===== src/rtl/mips_pkg.sv =====
// Shared MIPS definitions: opcodes, MEM-stage FSM states and access sizes.
// Also provides the alignment rule used to decide whether an access may go out.
package mips_pkg;

  localparam logic [5:0] OP_RTYPE = 6'h00;
  localparam logic [5:0] OP_LB    = 6'h20;
  localparam logic [5:0] OP_LH    = 6'h21;
  localparam logic [5:0] OP_LW    = 6'h23;
  localparam logic [5:0] OP_LBU   = 6'h24;
  localparam logic [5:0] OP_LHU   = 6'h25;
  localparam logic [5:0] OP_SB    = 6'h28;
  localparam logic [5:0] OP_SH    = 6'h29;
  localparam logic [5:0] OP_SW    = 6'h2B;

  typedef enum logic {
    IDLE,
    BUSY
  } state_t;

  typedef enum logic [1:0] {
    SZ_B,
    SZ_H,
    SZ_W
  } size_t;

  // Halfwords must sit on even addresses, words on multiples of four.
  function automatic logic is_aligned(input size_t sz, input logic [1:0] off);
    case (sz)
      SZ_H:    return ~off[0];
      SZ_W:    return (off == 2'b00);
      default: return 1'b1;
    endcase
  endfunction

endpackage


===== src/rtl/load_align.sv =====
// Load lane selection for a big-endian bus: offset 0 is bits 31:24.
// Extracts the byte or halfword and sign- or zero-extends it to 32 bits.
module load_align
  import mips_pkg::*;
(
  input  logic [31:0] rdata,
  input  logic [1:0]  off,
  input  logic [1:0]  size,
  input  logic        uns,
  output logic [31:0] data
);

  logic [7:0]  byte_v;
  logic [15:0] half_v;

  always_comb begin
    byte_v = 8'h00;
    half_v = 16'h0000;
    data   = rdata;

    case (off)
      2'd0:    byte_v = rdata[31:24];
      2'd1:    byte_v = rdata[23:16];
      2'd2:    byte_v = rdata[15:8];
      default: byte_v = rdata[7:0];
    endcase
    half_v = off[1] ? rdata[15:0] : rdata[31:16];

    if (size == SZ_B) begin
      data = uns ? {24'h000000, byte_v} : {{24{byte_v[7]}}, byte_v};
    end else if (size == SZ_H) begin
      data = uns ? {16'h0000, half_v} : {{16{half_v[15]}}, half_v};
    end
  end

endmodule


===== src/rtl/mem_access.sv =====
// MIPS MEM stage: issues loads/stores on a req/ack bus, passes ALU results
// through with one cycle of latency and stalls upstream while an access is open.
module mem_access
  import mips_pkg::*;
#(
  parameter int TIMEOUT = 16
) (
  input  logic        CLK,
  input  logic        RST,
  input  logic        Valid,
  input  logic [31:0] Ins,
  input  logic [31:0] Result,
  input  logic [31:0] Rdata2,
  output logic        Stall,
  output logic        MemReq,
  output logic        MemWe,
  output logic [31:0] MemAddr,
  output logic [3:0]  MemBe,
  output logic [31:0] MemWdata,
  input  logic [31:0] MemRdata,
  input  logic        MemAck,
  output logic [31:0] Wdata,
  output logic [4:0]  WbReg,
  output logic        WbEn,
  output logic        AddrErr,
  output logic        BusErr
);

  localparam logic [7:0] CNT_LAST = 8'(TIMEOUT - 1);

  state_t      state, state_next;
  logic [7:0]  cnt;

  logic [5:0]  opcode;
  logic        is_load, is_store, is_mem, aligned, uns, alu_wr;
  size_t       size;
  logic [4:0]  dest;
  logic [3:0]  be_calc;
  logic [31:0] wd_calc;

  logic        start, misalign, pass, ack_done, tmo;

  logic [1:0]  ld_off;
  logic [1:0]  ld_size;
  logic        ld_uns, ld_is_load;
  logic [4:0]  ld_rt;
  logic [31:0] load_val;

  logic        unused_bits;
  assign unused_bits = ^{Ins[25:21], Ins[10:0]};

  // Instruction decode and store lane/byte-enable generation.
  always_comb begin
    opcode   = Ins[31:26];
    is_load  = 1'b0;
    is_store = 1'b0;
    uns      = 1'b0;
    size     = SZ_W;
    case (opcode)
      OP_LB:   begin is_load  = 1'b1; size = SZ_B; end
      OP_LH:   begin is_load  = 1'b1; size = SZ_H; end
      OP_LW:   begin is_load  = 1'b1; size = SZ_W; end
      OP_LBU:  begin is_load  = 1'b1; size = SZ_B; uns = 1'b1; end
      OP_LHU:  begin is_load  = 1'b1; size = SZ_H; uns = 1'b1; end
      OP_SB:   begin is_store = 1'b1; size = SZ_B; end
      OP_SH:   begin is_store = 1'b1; size = SZ_H; end
      OP_SW:   begin is_store = 1'b1; size = SZ_W; end
      default: ;
    endcase
    is_mem  = is_load | is_store;
    aligned = is_aligned(size, Result[1:0]);
    dest    = (opcode == OP_RTYPE) ? Ins[15:11] : Ins[20:16];
    alu_wr  = (opcode == OP_RTYPE) || (opcode[5:3] == 3'b001);

    case (size)
      SZ_B: begin
        be_calc = 4'b1000 >> Result[1:0];
        wd_calc = {4{Rdata2[7:0]}};
      end
      SZ_H: begin
        be_calc = Result[1] ? 4'b0011 : 4'b1100;
        wd_calc = {2{Rdata2[15:0]}};
      end
      default: begin
        be_calc = 4'b1111;
        wd_calc = Rdata2;
      end
    endcase
  end

  // Next state and stall; in BUSY the timeout cycle releases the stall
  // because the instruction is abandoned on the following edge.
  always_comb begin
    state_next = state;
    Stall      = 1'b0;
    start      = 1'b0;
    misalign   = 1'b0;
    pass       = 1'b0;
    ack_done   = 1'b0;
    tmo        = 1'b0;
    case (state)
      IDLE: begin
        if (Valid) begin
          if (is_mem && aligned) begin
            Stall      = 1'b1;
            start      = 1'b1;
            state_next = BUSY;
          end else if (is_mem) begin
            misalign = 1'b1;
          end else begin
            pass = 1'b1;
          end
        end
      end
      BUSY: begin
        if (MemAck) begin
          ack_done   = 1'b1;
          state_next = IDLE;
        end else if (cnt == CNT_LAST) begin
          tmo        = 1'b1;
          state_next = IDLE;
        end else begin
          Stall = 1'b1;
        end
      end
      default: state_next = IDLE;
    endcase
  end

  always_ff @(posedge CLK or posedge RST) begin
    if (RST) state <= IDLE;
    else     state <= state_next;
  end

  load_align u_load_align (
    .rdata (MemRdata),
    .off   (ld_off),
    .size  (ld_size),
    .uns   (ld_uns),
    .data  (load_val)
  );

  // Bus registers, held access context, timeout counter and write-back outputs.
  always_ff @(posedge CLK or posedge RST) begin
    if (RST) begin
      MemReq     <= 1'b0;
      MemWe      <= 1'b0;
      MemAddr    <= 32'h0;
      MemBe      <= 4'h0;
      MemWdata   <= 32'h0;
      Wdata      <= 32'h0;
      WbReg      <= 5'd0;
      WbEn       <= 1'b0;
      AddrErr    <= 1'b0;
      BusErr     <= 1'b0;
      cnt        <= 8'd0;
      ld_off     <= 2'b00;
      ld_size    <= 2'b00;
      ld_uns     <= 1'b0;
      ld_is_load <= 1'b0;
      ld_rt      <= 5'd0;
    end else begin
      WbEn    <= 1'b0;
      AddrErr <= 1'b0;
      BusErr  <= 1'b0;

      if (start) begin
        MemReq     <= 1'b1;
        MemWe      <= is_store;
        MemAddr    <= {Result[31:2], 2'b00};
        MemBe      <= be_calc;
        MemWdata   <= wd_calc;
        cnt        <= 8'd0;
        ld_off     <= Result[1:0];
        ld_size    <= size;
        ld_uns     <= uns;
        ld_is_load <= is_load;
        ld_rt      <= Ins[20:16];
      end else if (ack_done || tmo) begin
        MemReq <= 1'b0;
        cnt    <= 8'd0;
      end else if (state == BUSY) begin
        cnt <= cnt + 8'd1;
      end

      if (ack_done && ld_is_load) begin
        Wdata <= load_val;
        WbReg <= ld_rt;
        WbEn  <= (ld_rt != 5'd0);
      end

      if (tmo)      BusErr  <= 1'b1;
      if (misalign) AddrErr <= 1'b1;

      if (pass) begin
        Wdata <= Result;
        WbReg <= dest;
        WbEn  <= alu_wr && (dest != 5'd0);
      end
    end
  end

endmodule


===== config.mk =====
export PLATFORM = sky130hd
export DESIGN_NAME = mem_access
export DESIGN_NICKNAME = d
export VERILOG_FILES = /design/src/rtl/mips_pkg.sv /design/src/rtl/load_align.sv /design/src/rtl/mem_access.sv
export SDC_FILE = /design/constraint.sdc
export NUM_CORES = 1
export LEC_CHECK = 0
export CAP_MARGIN = 40
export CORE_MARGIN = 3
export CORE_UTILIZATION = 28
export DETAILED_ROUTE_END_ITERATION = 7
export GPL_TIMING_DRIVEN = 0
export SETUP_SLACK_MARGIN = 0.02
export SYNTH_ARGS = -nofsm -noshare
export SYNTH_HDL_FRONTEND = slang
export SYNTH_SLANG_ARGS = --single-unit

===== constraint.sdc =====
create_clock -name CLK -period 4.95 [get_ports CLK]
set_input_delay 0.99 -clock CLK [delete_from_list [all_inputs] [get_ports CLK]]
set_output_delay 0.99 -clock CLK [all_outputs]
set_load 0.01 [all_outputs]

Yosys cells after proc, flatten, opt, wreduce, memory -nomap -nowiden
Index checks and enable logic that the tools add are counted.
{ "word_totals": {"elab_cells": 104, "in_bits": 132, "ram_bits": 0, "reg_bits": 128, "latch_bits": 0, "rom_bits": 0, "mem_count": 0} }
{ "op_classes": {"bitwise": 3, "shifts": 1, "n_reduce_logical": 20, "n_div": 0, "n_mux": 47, "eq_ne": 15, "order_cmp": 0, "n_addsub": 1, "mul": 0} }
{ "op_table": {"columns": ["operator", "count"], "rows": [
  ["$mux W32", 6],
  ["$pmux W32 S2", 1],
  ["$eq A6 B6 Y1 const B", 8],
  ["$mux W1", 27],
  ["$mux W8", 3],
  ["$pmux W8 S3", 1],
  ["$mux W16", 1],
  ["$mux W5", 3],
  ["$reduce_bool A5 Y1", 2],
  ["$reduce_or A3 Y1", 3],
  ["$add A8 B1 Y8 const B", 1],
  ["$eq A8 B4 Y1 const B", 1],
  ["$logic_not A2 Y1", 4],
  ["$pmux W4 S2", 1],
  ["$eq A2 B1 Y1 const B", 3],
  ["$logic_not A6 Y1", 1],
  ["$reduce_or A5 Y1", 1],
  ["$eq A2 B2 Y1 const B", 2],
  ["$mux W4", 1],
  ["$pmux W1 S2", 2],
  ["$pmux W2 S2", 1],
  ["$reduce_bool A2 Y1", 2],
  ["$shr A4 B2 Y4 const A", 1],
  ["$eq A3 B1 Y1 const B", 1],
  ["6 further kinds", 10]
]} }

Longest topological paths before layout
Gate-level depths: netlist of the first run.
{ "logic_depth": {"ltp_word": 10, "depth_mapped": 8, "depth_no_buf": 6} }

Cells and area by module
From an unflattened synthesis of the first run, not the netlist that was laid out.
{ "unflattened": {"hier_cells": 696, "area_unflattened_um2": 6374.9} }
{ "modules_own_cells": {"columns": ["module", "n_inst", "cells_per_inst", "area_each_um2"], "rows": [
  ["mem_access", 1, 580, 5626.6],
  ["load_align", 1, 116, 748.2]
]} }

Worst setup path after synthesis of the first run
OpenSTA, ideal clock, no wires.
{ "synth_path": {"path_type": "input -> output", "start": "input port Ins[29]", "end": "output port Stall", "arrival_ns": 2.361, "setup_slack_ns": 1.599, "stages": 7, "n_path_buf": 3, "path_cell_list": "buf_2 a22o_1 o32ai_1 nand3_1 clkbuf_1 clkbuf_1 nand2_1"} }
{ "synth_between": {"elab_chain_cells": 9, "elab_cells_between_ends": 23, "classes_between": "eq/ne: 10; mux: 7; bitwise: 1; reduce/logical: 5"} }
{ "synth_rtl": {"columns": ["item", "line", "rtl"], "rows": [
  ["start: declaration", "mem_access.sv:11", "input logic [31:0] Ins,"],
  ["$eq A6 B6 Y1", "mem_access.sv:59", "case (opcode)"],
  ["$reduce_or A3 Y1 (no source line)", null, null],
  ["$pmux W2 S2", "mem_access.sv:59", null],
  ["$eq A2 B2 Y1 / $eq A2 B1 Y1 (equally long branches)", "mips_pkg.sv:28", "case (sz)"],
  ["$pmux W1 S2", "mips_pkg.sv:28", null],
  ["$logic_and A1 B1 Y1 (*)", "mem_access.sv:104", "if (is_mem && aligned) begin"],
  ["$mux W1 (*)", "mem_access.sv:104", null],
  ["$mux W1 (*)", "mem_access.sv:103", "if (Valid) begin"],
  ["$pmux W1 S2 (*)", "mem_access.sv:101", "case (state)"],
  ["end: declaration", "mem_access.sv:14", "output logic Stall,"]
]} }
Mark *: on every way between the ends. The rest lies on a longest branch, timed or not.

Final worst setup path of the first run
{ "layout_path": {"start": "input port Ins[30]", "end": "output port Stall"} }
The elaborated chain is that of the path after synthesis.

==> results by group, run 1 <==
Pwr
  – Int Pwr: ~0.0026 W
  – Leak pwr: 4.183 nW
  – Peak supply drop: approximately 150 uV
  – Reg power frac: 37.5%
  – Pwr dens: slightly below 400 nW/um^2
  – Clock share of power: ~34%
  – Switch Pwr: 0.001105 W
  – Sw Share: 29.94%
  – Part of the power in combinational logic: 28.3%

Worst setup path
  – CP endpoint kind: output pin
  – CP arrival: around 3600 ps
  – Crit start category: input port
  – Critical path type: input port to output pin
  – Max FO, Critical Path: 10
  – Flop2flop setup slack: around 2500 ps
  – CP required: 3960 ps

Yosys
  – Area leader, netlist: dfrtp_1
  – Synth warnings: 0
  – Seq/Total Area, Yosys: 51.63%
  – Mapped Cells: 663
  – Ys async rst share: 100.0%
  – Synth Cell Area: 6203 um^2
  – Mean Syn Cell Area: 9.357 um^2
  – Top cell type's share of synthesized area: 51.63%
  – Synth area leaders: dfrtp_1 (52%), nand2_1 (12%), a221o_1 (5.2%)
  – Post-synth EDFFs: 0
  – Synth unique cells: 48
  – Post-synthesis register bit count: 128
  – Top FF cell, synth: dfrtp_1

Global routing
  – Total grt overflow: 0
  – Pin count of the biggest net entering global routing: 79
  – First-pass GRT wire length: 36140 um
  – Number of global-route vias before repair: 6054
  – Total GRT Usage: 19.42%
  – Initial antenna violation count: 2

Worst hold path
  – Worst min-delay path class: register to register

STA
  – Final Critical Period: 4629 ps
  – Tcrit/Tclk final: roughly 94%
  – Skew final: 12.38 ps
  – Max Clock Freq: 216.1 MHz
  – Slew HR: 39.92%
  – Final hold vios: 0
  – Hold_ws: 470.3 ps
  – Fin. max-slew vios: 0
  – RSZ-0062 raised after global routing: no
  – Least-Margin Pin Slew: 899.5 ps
  – Count of final setup violators: 0
  – Worst setup margin: 321.5 ps

Detailed routing
  – Pre-antenna DRT Iters: 5
  – Detailed Route Iter0 Violations: 278
  – DRC violations left: 0
  – Final wirelength: 23230 um
  – Post-detailed-route wirelength per cell: a little under 20 um
  – Via count: 6050
  – Via-to-Cell Ratio: 5.076
  – Post-route ant nets: 0

Cells and area
  – Final std cell area, no fill: 9382 um^2
  – Fin nets: 1037
  – Area grow syn2layout: 51.23%
  – Proportion of layout cells with a drive suffix above 1: about 6%

Place
  – I/O Buffers: 220
  – DPL Wire Length: 17570 um
  – Worst slack at placement: -68.88 ps
  – RePlAce Congestion: 0.8599
  – Placed Area: 8786 um^2

Clocking
  – Clock-pin slew of the registers on the worst-case setup and hold paths: 60 ps
  – CTS sink cnt: 128
  – Deepest clock path buffer count: 2
  – Clock buffer count from CTS: 17
  – CTS tree: done
  – H-Tree Depth: 4
  – CTS Root Cell: clkbuf_16
  – Post-CTS setup buffers: 0
  – Clk_lat worst skew: 420 ps

Job
  – Max Cap Viol: 0

Die
  – Ports: 243
  – Core ar.: 21420 um^2
  – Die X: roughly 150 um
  – Std cell rows: 53
  – DIE HEIGHT: roughly 150 um
  – Initial Util: 28.96%
  – Die area: ~24000 um^2

Outcome
  – Status: completed
[critical path: stages]
cell	delay (ps)
clkdlybuf4s50_1	430
nand2b_1	250
o32ai_1	450
nand3_1	230
clkbuf_2	300
clkbuf_2	300
nand2_1	140
clkdlybuf4s50_1	550
[cell families after synthesis]
group | count (synthesis) | synth area share (%)
buf+inv | 54 | 3.671
fa+ha+maj | 1 | 0.2017
simple gates | 263 | 17.45
mux | 40 | 7.160
compound gates | 176 | 19.83
flops | 128 | 51.63
other cells | 1 | 0.06045
[power groups by stage]
stage               Combinational (W)  Sequential (W)  Clock, W
finish                        0.00104         0.00138   0.00126
global route                  0.00115         0.00141   0.00134
CTS                           0.00105         0.00138   0.00129
detailed placement            0.00105         0.00140         0
global placement              0.00104         0.00139         0
floorplan                    0.000376         0.00146         0
[routing by layer]
layer	vias to the layer above	share of wire [%]	GRT usage, %	wire, um
li1	2841	-	-	-
met3	33	9.9	6.827	2300
met2	291	46	31.32	10630
met5	-	0.030	0	7
met4	2	1.7	5.172	388
met1	2883	43	24.89	9899
[synth_stat cells (3+ instances only)]
master / number
nor2_1: 27
a21oi_1: 47
o21ai_0: 36
o21a_1: 4
mux4_2: 3
nand2b_1: 7
mux2_2: 5
a211o_1: 6
nor2b_1: 3
dfrtp_1: 128
nand3_1: 10
a21boi_0: 3
and3_1: 10
a221o_1: 32
o211ai_1: 3
a22oi_1: 7
clkbuf_1: 34
mux2i_1: 32
a22o_1: 8
inv_1: 6
or4_1: 4
nand2_1: 194
buf_1: 3
nor3_1: 3
a21o_1: 4
o221ai_1: 5
o22ai_1: 8
buf_2: 8
[timing repair]
action                                 CTS  global route
hold buffers                             0             0
setup endpoints to repair                1             1
gates resized for setup                  1             3
endpoints found under the hold margin    0             0
[registers in the layout (all words and copies together), names as in the netlist, 2 cells and up]
register and flops:
MemWdata 32, Wdata 32, ld_size 2, WbReg 5
ld_rt 5, MemAddr 30, cnt 8, ld_off 2
MemBe 4
[area by class of cell]
| class | instances | area [um^2] |
|---|---|---|
| fill | 2112 | 12040 |
| sequential | 128 | 3203 |
| multi-input combinational | 482 | 2776 |
| timing repair buffer | 221 | 2232 |
| clock buffer | 20 | 456.7 |
| tap | 275 | 344.1 |
| buffer | 48 | 207.7 |
| clock inverter | 11 | 131.4 |
| inverter | 6 | 27.53 |
| antenna | 1 | 2.502 |
[final timing paths]
path | to | startpoint | cells after the start
max | Stall | Ins[30] | 8
min | MemAddr[7] | MemAddr[7] | 2
max reg2reg | WbReg[3] | state | 5
min reg2reg | MemAddr[7] | MemAddr[7] | 2
max in group asynchronous | WbReg[2] | RST | 3
min in group asynchronous | Wdata[20] | RST | 2
[placed cells by master, fill, tap and decap left out, types with 4 or more instances in the layout]
master / count
a211o_1: 6
a21o_1: 4
a21oi_1: 47
a221o_1: 32
a22o_1: 8
a22oi_1: 7
and3_1: 10
buf_2: 8
clkbuf_1: 33
clkbuf_16: 17
clkdlybuf4s50_1: 219
clkinv_4: 4
dfrtp_1: 128
inv_1: 5
inv_6: 4
mux2_2: 5
mux2i_1: 32
nand2_1: 194
nand2b_1: 7
nand3_1: 10
nor2_1: 27
o21a_1: 4
o21ai_0: 36
o221ai_1: 5
o22ai_1: 8
or4_1: 4
[stage by stage]
| step | util [%] | TNS [ps] | total power [W] | cells |
|---|---|---|---|---|
| finish | 43.80 | 0 | 0.003691 | 1192 |
| global route | 43.80 | 0 | 0.003891 | 1192 |
| CTS | 43.77 | 0 | 0.003728 | 1191 |
| detailed placement | 41.02 | -68.88 | 0.002446 | 1160 |
| global placement | 40.87 | -203440 | 0.002432 | 1159 |
| floorplan | - | 0 | 0.001838 | 664 |
Power figures use the tool's default switching activity.
==> inputs of run 2 (changes only) <==
Clock period 4.95 ns to 4.36 ns, I/O delays scaled along.
==> results by group, run 2 (synthesis results as in run 1) <==
STA
  – RSZ-0062 raised after global routing: no
  – Final Critical Period: 4137 ps
  – Final hold vios: 0
  – Count of final setup violators: 0
  – Fin. max-slew vios: 0
  – Max Clock Freq: about 240 MHz
  – Worst setup margin: between 200 and 250 ps
  – Slew HR: between 40% and 50%
  – Tcrit/Tclk final: 94.88%
  – Skew final: 14.05 ps
  – Least-Margin Pin Slew: 880.1 ps

Worst setup path
  – CP required: 3490 ps
  – Critical path's largest stage delay: 540 ps
  – Crit path cell chain: clkdlybuf4s50_1 -> nand2b_1 -> o32ai_2 -> nand3_1 -> buf_2 -> clkbuf_4 -> nand2_1 -> clkdlybuf4s50_1
  – Buf+Inv Stages, Crit Path: 4
  – Crit start category: input port
  – Critical path type: input port to output pin
  – Worst r2r src: state
  – Flop2flop setup slack: between 1500 and 2000 ps
  – Worst R2R Path Depth: 5
  – Max FO, Critical Path: 10
  – CP max-delay cell: clkdlybuf4s50_1
  – CP endpoint kind: output pin
  – CP arrival: 3260 ps
  – Most used cell along the critical path: clkdlybuf4s50_1
  – RR Endpoint: WbReg[3]
  – CP delay by family, top: buffers and inverters

Worst hold path
  – Hold path depth: 2
  – Worst hold path startpoint: MemAddr[7]
  – Worst min-delay path class: register to register
  – Min-Delay Endpoint: MemAddr[7]

Die
  – Core ar.: about 21000 um^2
  – Die X: approximately 150 um
  – DIE HEIGHT: 154.8 um
  – Die area: 23980 um^2
  – Std cell rows: 53
  – Ports: 243
  – Initial Util: 28.96%

Clocking
  – Post-CTS setup buffers: 0
  – Clk_lat worst skew: 420 ps
  – Deepest clock path buffer count: 2
  – CTS sink cnt: ~130
  – CTS tree: done
  – Clock buffer count from CTS: 17
  – CTS Root Cell: clkbuf_16
  – H-Tree Depth: 4
  – Clock-pin slew of the registers on the worst-case setup and hold paths: 60 ps

Detailed routing
  – Post-detailed-route wirelength per cell: 19.47 um
  – Pre-antenna DRT Iters: 5
  – Detailed Route Iter0 Violations: 270
  – Via-to-Cell Ratio: roughly 5
  – Post-route ant nets: 0
  – DRC violations left: 0
  – Final wirelength: 23210 um
  – Via count: 6048

Global routing
  – First-pass GRT wire length: 36140 um
  – Most Used Layer, Global Route: met2
  – Total GRT Usage: 19.42%
  – Pin count of the biggest net entering global routing: 79
  – Grt met2 use: 31.32%
  – GR Layer Usage met1: 24.89%
  – Initial antenna violation count: 2
  – GRT met3 Usage: under 10%
  – Number of global-route vias before repair: 6054
  – Total grt overflow: 0

Cells and area
  – Proportion of layout cells with a drive suffix above 1: 6.223%
  – Final Util: 43.83%
  – Layout Cells excl Fill: 1192
  – Final std cell area, no fill: 9388 um^2
  – Fillcell total: 2115
  – Most common cell after layout, fill and taps aside: clkdlybuf4s50_1
  – Top Registers: MemWdata: 32 flops, Wdata: 32 flops, MemAddr: 30 flops
  – Area grow syn2layout: 51.33%
  – Fin nets: between 1000 and 1500
  – Most frequent cells in the layout: clkdlybuf4s50_1 (219), nand2_1 (194), dfrtp_1 (128), a21oi_1 (47), o21ai_0 (36)

Place
  – DP Cell Count: 1160
  – Placed Area: 8786 um^2
  – I/O Buffers: 220
  – RePlAce Congestion: about 0.86
  – DPL Wire Length: ~18000 um
  – Worst slack at placement: -422.9 ps

Pwr
  – Pwr dens: 446.2 nW/um^2
  – Peak supply drop: 170.7 uV
  – Leak pwr: between 4 and 5 nW
  – Final Total Pwr: 0.004188 W

Outcome
  – Status: completed

Job
  – Max Cap Viol: 0
[run 2: cell count changes in the layout (fill, tap and decap cells not counted)]
cell            before  now
buf_2                8    9
clkbuf_2             2    0
clkbuf_4             0    1
dlygate4sd2_1        0    1
dlymetal6s2s_1       1    0
o32ai_1              1    0
o32ai_2              0    1
[run 2: worst max-delay path by stage]
stage | startpoint | to | cells past startpoint
final | Ins[30] | Stall | 8
after global routing | Ins[30] | Stall | 8
after CTS | Ins[30] | Stall | 8
after detailed placement | Result[0] | Stall | 8
after global placement | RST | MemWdata[17] | 2
after floorplan | RST | AddrErr | 1
[run 2: stage by stage]
step | hold WS, ps | setup TNS, ps
global route | 496.1 | 0
detailed placement | 462.8 | -422.9
floorplan | 459.5 | 0
finish | 470.3 | 0
CTS | 478.1 | 0
global placement | 457.2 | -264200
[run 2: worst register-to-register path: stages, from the launching register on]
cell and delay, ps:
dfrtp_1 470, nand2b_1 220, a21oi_1 660, nor2_1 320, buf_2 300, a221o_1 330
[run 2: routing by layer]
| layer | up-vias | share of wire (%) |
|---|---|---|
| met4 | 2 | 1.5 |
| met3 | 28 | 10 |
| li1 | 2845 | - |
| met5 | - | 0.030 |
| met2 | 286 | 46 |
| met1 | 2887 | 42 |
[run 2: report_power, final]
| group | total [W] | internal [W] | switching [W] |
|---|---|---|---|
| combinational | 0.00119 | 0.000637 | 0.000549 |
| sequential | 0.00157 | 0.00142 | 0.000148 |
| clock | 0.00143 | 0.000876 | 0.000556 |
[run 2: timing repair]
action / CTS / global route
hold buffers: 0 / 0
setup endpoints to repair: 1 / 1
gates resized for setup: 4 / 2
pin swaps: 0 / 0
[run 2: layout make-up]
type | instances | area [um^2] | share of cell area, %
Sequential cell | 128 | 3203 | 34.12
Multi-Input combinational cell | 482 | 2784 | 29.65
Timing Repair Buffer | 221 | 2228 | 23.74
Clock buffer | 20 | 456.7 | 4.865
Tap cell | 275 | 344.1 | 3.665
Buffer | 48 | 210.2 | 2.239
Clock inverter | 11 | 131.4 | 1.399
Inverter | 6 | 27.53 | 0.2932
Antenna cell | 1 | 2.502 | 0.02666
